<file path="src/rtl/adder_pkg.sv">
// adder_pkg: default adder geometry, group-count helper and the default-geometry stage record for the pipelined CLA adder
package adder_pkg;
  localparam int DEFAULT_WIDTH = 16;
  localparam int DEFAULT_GROUP = 4;
  function automatic int num_groups(input int width, input int group);
    return (group < 1) ? 1 : width / group;
  endfunction
  typedef struct packed {
    logic                     valid;
    logic [DEFAULT_WIDTH-1:0] sum_lo;
    logic [DEFAULT_WIDTH-1:0] a_hi;
    logic [DEFAULT_WIDTH-1:0] b_hi;
    logic                     carry;
    logic                     msb_cin;
  } stage_t;
endpackage

</file>
<file path="src/rtl/cla_group.sv">
// cla_group: combinational GROUP-bit lookahead cell; in a, b, c_in; out s (sum), g/p (group generate/propagate), c_out (group carry), c_msb (carry into top bit)
module cla_group #(
  parameter int GROUP = 4
) (
  input  logic [GROUP-1:0] a,
  input  logic [GROUP-1:0] b,
  input  logic             c_in,
  output logic [GROUP-1:0] s,
  output logic             g,
  output logic             p,
  output logic             c_out,
  output logic             c_msb
);
  logic [GROUP-1:0] gi, pi;
  logic [GROUP:0] gt, pt, c;
  logic term;
  assign gi = a & b;
  assign pi = a ^ b;
  always_comb begin
    gt = '0;
    pt = '0;
    term = 1'b0;
    pt[0] = 1'b1;
    for (int i = 1; i <= GROUP; i++) begin
      pt[i] = 1'b1;
      for (int j = 0; j < i; j++) begin
        term = gi[j];
        for (int k = j + 1; k < i; k++) term = term & pi[k];
        gt[i] = gt[i] | term;
        pt[i] = pt[i] & pi[j];
      end
    end
  end
  assign c = gt | (pt & {(GROUP + 1){c_in}});
  assign s = pi ^ c[GROUP-1:0];
  assign g = gt[GROUP];
  assign p = pt[GROUP];
  assign c_out = c[GROUP];
  assign c_msb = c[GROUP-1];
endmodule

</file>
<file path="src/rtl/pipelined_cla_adder.sv">
// pipelined_cla_adder: WIDTH-bit lookahead adder, one register stage per GROUP-bit group, valid/ready both sides; in clk, rst, in_valid, be_add_number, add_number, Cin, out_ready; out in_ready, out_valid, sum, Cout, overflow
module pipelined_cla_adder
  import adder_pkg::*;
#(
  parameter int WIDTH = DEFAULT_WIDTH,
  parameter int GROUP = DEFAULT_GROUP
) (
  input  logic             clk,
  input  logic             rst,
  input  logic             in_valid,
  output logic             in_ready,
  input  logic [WIDTH-1:0] be_add_number,
  input  logic [WIDTH-1:0] add_number,
  input  logic             Cin,
  output logic             out_valid,
  input  logic             out_ready,
  output logic [WIDTH-1:0] sum,
  output logic             Cout,
  output logic             overflow
);
  localparam int NG = num_groups(WIDTH, GROUP);
  typedef struct packed {
    logic             valid;
    logic [WIDTH-1:0] sum_lo;
    logic [WIDTH-1:0] a_hi;
    logic [WIDTH-1:0] b_hi;
    logic             carry;
    logic             msb_cin;
  } pipe_stage_t;
  if ((GROUP < 1) || (WIDTH % ((GROUP < 1) ? 1 : GROUP) != 0)) begin : g_bad_geometry
    $fatal(1, "pipelined_cla_adder: WIDTH must be a positive multiple of GROUP");
  end
  pipe_stage_t st [NG];
  logic advance;
  assign advance = !(out_valid && !out_ready);
  assign in_ready = advance;
  for (genvar k = 0; k < NG; k++) begin : g_stage
    pipe_stage_t prev, nxt;
    logic [GROUP-1:0] s;
    logic g, p, c_msb, unused_c_out;
    if (k == 0) begin : g_first
      assign prev = '{valid: in_valid, sum_lo: '0, a_hi: be_add_number, b_hi: add_number, carry: Cin, msb_cin: 1'b0};
    end else begin : g_next
      assign prev = st[k-1];
    end
    cla_group #(.GROUP(GROUP)) u_cla (
      .a    (prev.a_hi[k*GROUP +: GROUP]),
      .b    (prev.b_hi[k*GROUP +: GROUP]),
      .c_in (prev.carry),
      .s    (s),
      .g    (g),
      .p    (p),
      .c_out(unused_c_out),
      .c_msb(c_msb)
    );
    always_comb begin
      nxt = prev;
      nxt.sum_lo[k*GROUP +: GROUP] = s;
      nxt.carry = g | (p & prev.carry);
      nxt.msb_cin = c_msb;
    end
    always_ff @(posedge clk or posedge rst)
      if (rst) st[k] <= '0;
      else if (advance) st[k] <= nxt;
  end
  assign out_valid = st[NG-1].valid;
  assign sum = st[NG-1].sum_lo;
  assign Cout = st[NG-1].carry;
  assign overflow = st[NG-1].carry ^ st[NG-1].msb_cin;
endmodule

</file>
<file path="config.mk">
export PLATFORM = sky130hd
export DESIGN_NAME = pipelined_cla_adder
export DESIGN_NICKNAME = d
export VERILOG_FILES = /design/src/rtl/adder_pkg.sv /design/src/rtl/cla_group.sv /design/src/rtl/pipelined_cla_adder.sv
export SDC_FILE = /design/constraint.sdc
export NUM_CORES = 1
export LEC_CHECK = 0
export CAP_MARGIN = 20
export CORE_MARGIN = 1.5
export CORE_UTILIZATION = 55
export CTS_CLUSTER_SIZE = 24
export DETAILED_ROUTE_END_ITERATION = 8
export PLACE_DENSITY = 0.89
export SYNTH_ARGS = -nofsm -noshare
export SYNTH_HDL_FRONTEND = slang
export SYNTH_HIERARCHICAL = 1
export SYNTH_SLANG_ARGS = --single-unit
</file>
<file path="constraint.sdc">
create_clock -name clk -period 3.7 [get_ports clk]
set_input_delay 0.74 -clock clk [delete_from_list [all_inputs] [get_ports clk]]
set_output_delay 0.74 -clock clk [all_outputs]
set_load 0.01 [all_outputs]
</file>
==> results of run 1 <==
[sequential cells by signal (all words and copies together) (netlist names)]
name          cells
g_stage.nxt      75
g_stage.prev      3
Cout              1
out_valid         1
sum              16
st                1
[worst max path at each step]
stage                     endpoint  slack [ns]  cells past startpoint
final                     in_ready        0.97                      4
after global routing      in_ready        0.89                      4
after CTS                 in_ready        0.97                      4
after detailed placement  in_ready        0.98                      4
after global placement    in_ready        0.96                      4
after floorplan               Cout        0.43                      1
[metrics by stage]
stage	instance area [um2]	utilization	power, W
after floorplan	4490	-	0.00326
after global placement	5030	0.644	0.00358
after global routing	5260	0.673	0.00472
after detailed placement	5030	0.644	0.00369
final	5260	0.673	0.00441
after CTS	5260	0.673	0.00446
[worst max-delay path, stage by stage]
cell and delay [ns]:
clkdlybuf4s50_1 0.58, nor2b_4 0.07, inv_2 0.06, clkdlybuf4s50_1 0.53
[per-layer routing]
layer | GRT usage | up-vias | share of wire
li1 | - | 1187 | -
met1 | 0.232 | 1204 | 0.46
met2 | 0.294 | 28 | 0.51
met3 | 0.0309 | 4 | 0.023
met4 | 0.0758 | 0 | 0.0090
met5 | 0 | - | 0
[power breakdown]
part	leakage (nW)	switching, W	internal [W]
Sequential	1.13	0.000258	0.00153
Clock	0.114	0.000354	0.000405
Combinational	1.04	0.000778	0.00109
[layout make-up]
class	instances	area, um2
Fill cell	567	2550
Sequential cell	97	2430
Inverter	18	70.1
Clock inverter	5	86.3
Tap cell	102	128
Timing Repair Buffer	59	596
Multi-Input combinational cell	183	1810
Clock buffer	11	141
==> summary.md, run 1 <==
| Metric | Value |
|---|---|
| CTS tree | `built` |
| Hold path startpoint | `g_stage[3].nxt[50]` |
| Number of global-route vias before repair | `2,523` |
| Cells after synthesis | `325` |
| First-pass GRT wire length | `11,900 um` |
| Layout cells sized above 1 | `0.330` |
| Slew Limit Fails | `0` |
| HPWL Detailed | `4890 um` |
| Status | `finished clean` |
| Max clock buf depth | `2` |
| Via count | `2,423` |
| Maximum VDD drop | `0.000400 V` |
| Non-filler cells, final | `475` |
| Clock buffer count from CTS | `9` |
| Worst R2R End | `g_stage[1].nxt[30]` |
| CTS Sinks | `97` |
| Worst-margin pin slew | `0.858 ns` |
| Worst setup margin | `0.974 ns` |
| Hold_ws | `0.477 ns` |
| Yosys Warn Count | `6` |
| Placed cell count | `459` |
| Die W | `93.4 um` |
| Setup crit end kind | `output pin` |
| Final #Nets | `425` |
| Initial drt markers | `80` |
| Port Buffer Count | `56` |
| Clk_lat worst skew | `0.34 ns` |
| Crit-path max FO | `5` |
| GPL Wtd Cong | `0.772` |
| CP startpoint kind | `input pin` |
| Hold Path Stages | `1` |
| Die area | `0.00872 mm2` |
| Hold endpoint | `out_valid` |
| Ports | `57` |
| DRC viols | `0` |
| Most common cell after layout, fill and taps aside | `dfrtp_1` |
| Setup violations, final | `0` |
| Fin crit share | `0.737` |
| Congestion Overflow GR | `0` |
| Mean routed wirelength per cell | `14.6 um` |
| TritonRoute pass-1 iters | `4` |
| Final Skew | `0.0116 ns` |
| Clock slew at reported path FFs | `0.09 ns` |
| Slew margin rel. | `0.428` |
| Post-route ant nets | `0` |
| Fin Setup TNS | `0 ns` |
| Clock root cell | `clkbuf_8` |
| Final hold vios | `0` |
| Fmax | `367 MHz` |
| Mapped Avg Cell Area | `13.8 um2` |
| Hold Crit Class | `reg2reg` |
| PostCTS Resize Cnt | `0` |
| Reg2reg setup slack | `1.81 ns` |
| H-Tree Depth | `3` |
| Critical path class | `in2out` |
| Post-layout min period | `2.73 ns` |
| Arr. time, crit path | `1.99 ns` |
| Area growth, synth to finish | `17.0%` |
| Gr usage total | `0.178` |
| Postcts setup bufs | `0` |
| Syn_nets | `382` |
| RSZ-0062 raised after global routing | `no` |
| Req. time, crit path | `2.96 ns` |
| Commonest non-fill, non-tap cells in the layout | `dfrtp_1 (97), mux2_2 (84), clkdlybuf4s50_1 (56)` |
| Initial antenna violation count | `0` |
| Die Span Y | `93.4 um` |
| Wirelength, routed | `6920 um` |
| Netlist Area Pre-Place | `0.00449 mm2` |
| Core area | `0.00781 mm2` |
| Post-CTS Hold Fix Bufs | `0` |
| Pre-CTS WS | `0.978 ns` |
| MaxCap Viol Count | `0` |
| Vias per cell | `5.10` |
| Starting density of the core | `0.576` |
| Leakage power | `2.29 nW` |
| Reg2Reg Depth | `3` |
| N_diodes | `0` |
| Row count | `32` |
| Largest net degree at the start of global routing | `70` |
| Worst Setup SP | `out_ready` |
| Power per cell area | `839 mW/mm2` |
| Critical R2R Launch | `out_valid` |
(Power assumes the default switching activity.)
==> inputs of run 2 (changes only) <==
Settings changed: CORE_UTILIZATION 55 to 50, PLACE_DENSITY 0.89 to 0.86.
Clock period 3.7 ns to 2.4 ns, I/O delays scaled along.
==> run 2 against run 1 <==
Net effect: critical path depth did not move; clock skew fell by 0.0019 ns; wire length rose by 0.55%; final area fell by 0.21%.
==> summary.md, run 2 (synthesis results as in run 1) <==
| Metric | Value |
|---|---|
| Slowest CP cell | `clkdlybuf4s50_1 (unchanged)` |
| Placed Area | `0.00506 mm2 (was 0.00503 mm2)` |
| Final non-filler cell area | `0.00525 mm2 (was 0.00526 mm2)` |
| Worst-margin pin slew | `0.486 ns (was 0.858 ns)` |
| Area growth, synth to finish | `16.7% (was 17.0%)` |
| Layout cells sized above 1 | `0.329 (was 0.330)` |
| Port Buffer Count | `56 (unchanged)` |
| Fillers | `671 (was 567)` |
| Post-CTS Hold Fix Bufs | `0 (unchanged)` |
| Gr usage total | `0.160 (was 0.178)` |
| Final Skew | `0.00969 ns (was 0.0116 ns)` |
| Maximum VDD drop | `0.000649 V (was 0.000400 V)` |
| Starting density of the core | `0.515 (was 0.576)` |
| CP startpoint kind | `input pin (unchanged)` |
| TritonRoute pass-1 iters | `4 (unchanged)` |
| RSZ-0062 raised after global routing | `no (unchanged)` |
| Die Span Y | `97.8 um (was 93.4 um)` |
| Most common cell after layout, fill and taps aside | `dfrtp_1 (unchanged)` |
| CTS tree | `built (unchanged)` |
| GRT met2 Usage | `0.274 (was 0.294)` |
| Vias per cell | `5.21 (was 5.10)` |
| Crit path largest cell delay | `0.55 ns (was 0.58 ns)` |
| CTS Sinks | `97 (unchanged)` |
| H-Tree Depth | `3 (unchanged)` |
| Initial drt markers | `55 (was 80)` |
| Setup crit end kind | `output pin (unchanged)` |
| Clock root cell | `clkbuf_8 (unchanged)` |
| Largest net degree at the start of global routing | `98 (was 70)` |
| Critical path class | `in2out (unchanged)` |
| Number of flip-flops under the largest register name | `75 (unchanged)` |
| Most used cell, CP | `clkdlybuf4s50_1 (unchanged)` |
| Wirelength, routed | `6960 um (was 6920 um)` |
| Via count | `2,509 (was 2,423)` |
| Number of global-route vias before repair | `2,633 (was 2,523)` |
| Clock buffer count from CTS | `9 (unchanged)` |
| Power per cell area | `1270 mW/mm2 (was 839 mW/mm2)` |
| Post-route ant nets | `0 (unchanged)` |
| DRC viols | `0 (unchanged)` |
| Leakage power | `2.28 nW (was 2.29 nW)` |
| Fmax | `458 MHz` |
| Clock slew at reported path FFs | `0.08 ns (was 0.09 ns)` |
| PostCTS Resize Cnt | `0 (unchanged)` |
| Hold Crit Class | `reg2reg (unchanged)` |
| Crit-path max FO | `2 (was 5)` |
| Die W | `97.8 um (was 93.4 um)` |
| Req. time, crit path | `1.92 ns (was 2.96 ns)` |
| First-pass GRT wire length | `12,200 um (was 11,900 um)` |
| Mean routed wirelength per cell | `14.4 um (was 14.6 um)` |
| Clk_lat worst skew | `0.35 ns (was 0.34 ns)` |
| Commonest non-fill, non-tap cells in the layout | `dfrtp_1 (97), mux2_2 (84), clkdlybuf4s50_1 (56) (unchanged)` |
| Ports | `57 (unchanged)` |
| Slew Limit Fails | `0 (unchanged)` |
| Congestion Overflow GR | `0 (unchanged)` |
| Initial antenna violation count | `0 (unchanged)` |
| Fin Setup TNS | `0 ns (unchanged)` |
| Status | `finished clean (unchanged)` |
| Slew margin rel. | `0.676 (was 0.428)` |
| CP cell instances | `clkdlybuf4s50_1 > nor2b_4 > inv_2 > clkdlybuf4s50_1 (unchanged)` |
| Postcts setup bufs | `0 (unchanged)` |
| Met1 GRT Util | `0.199 (was 0.232)` |
| Final #Nets | `426 (was 425)` |
| N_diodes | `0 (unchanged)` |
| Hold_ws | `0.492 ns (was 0.477 ns)` |
| Arr. time, crit path | `1.70 ns (was 1.99 ns)` |
| MaxCap Viol Count | `0 (unchanged)` |
| Core area | `0.00872 mm2 (was 0.00781 mm2)` |
| Post-layout min period | `2.18 ns` |
| Row count | `34 (was 32)` |
| Fin crit share | `0.910` |
| Setup violations, final | `0 (unchanged)` |
| HPWL Detailed | `4840 um (was 4890 um)` |
| Most Crowded Layer GR | `met2 (unchanged)` |
| Final hold vios | `0 (unchanged)` |
| Max clock buf depth | `2 (unchanged)` |
| Finished Core Util | `0.601 (was 0.673)` |
| GPL Wtd Cong | `0.778 (was 0.772)` |
| Die area | `0.00957 mm2 (was 0.00872 mm2)` |
| Met3 global-route usage | `0.0265 (was 0.0309)` |
## run 2: cell count changes in the layout (fill, tap and decap cells not counted), sizes merged
cell,before,now
clkinv,2,3
inv,19,17
bufinv,2,1
clkinvlp,0,2
buf,3,4
## run 2: area by class of cell
cell class / count / area [um2] / area share
clock buffers: 11 / 131 / 0.0250
clock inverters: 5 / 56.3 / 0.0107
inverters: 18 / 71.3 / 0.0136
multi-input cells: 183 / 1810 / 0.345
flip-flops and latches: 97 / 2430 / 0.463
well taps: 108 / 135 / 0.0258
repair buffers: 60 / 616 / 0.117
## run 2: stage by stage
stage / cells / worst slack (ns) / power, W
after CTS: 482 / 0.210 / 0.00673
after global routing: 482 / 0.177 / 0.00714
after detailed placement: 466 / 0.221 / 0.00569
after global placement: 466 / 0.203 / 0.00554
final: 482 / 0.216 / 0.00664
after floorplan: 325 / 0.764 / 0.00503
## run 2: path summary, 6_finish.rpt
| check | slack, ns | startpoint | cells past startpoint | to |
|---|---|---|---|---|
| max in group asynchronous | 1.43 | rst | 3 | g_stage[2].nxt[12] |
| min in group asynchronous | 0.62 | rst | 3 | sum[7] |
| max reg2reg | 0.71 | g_stage[1].nxt[22] | 5 | g_stage[2].nxt[41] |
| min | 0.49 | g_stage[3].nxt[50] | 1 | out_valid |
| max | 0.22 | out_ready | 4 | in_ready |
| min reg2reg | 0.49 | g_stage[3].nxt[50] | 1 | out_valid |
## run 2: routing by layer
metal | share of wire | routed length (um)
met1 | 0.44 | 3070
met4 | 0.024 | 165
met3 | 0.028 | 196
met5 | 0 | 0
met2 | 0.51 | 3530
## run 2: power breakdown
part / internal, W / switching, W / leakage (nW)
Clock: 0.000481 / 0.000537 / 0.0933
Sequential: 0.00235 / 0.000405 / 1.13
Combinational: 0.00168 / 0.00118 / 1.05
## run 2: critical path: cells and delay by family
kind                   cells  cell delay (ns)
buffers and inverters      3             1.15
and+or+nand+nor            1             0.07
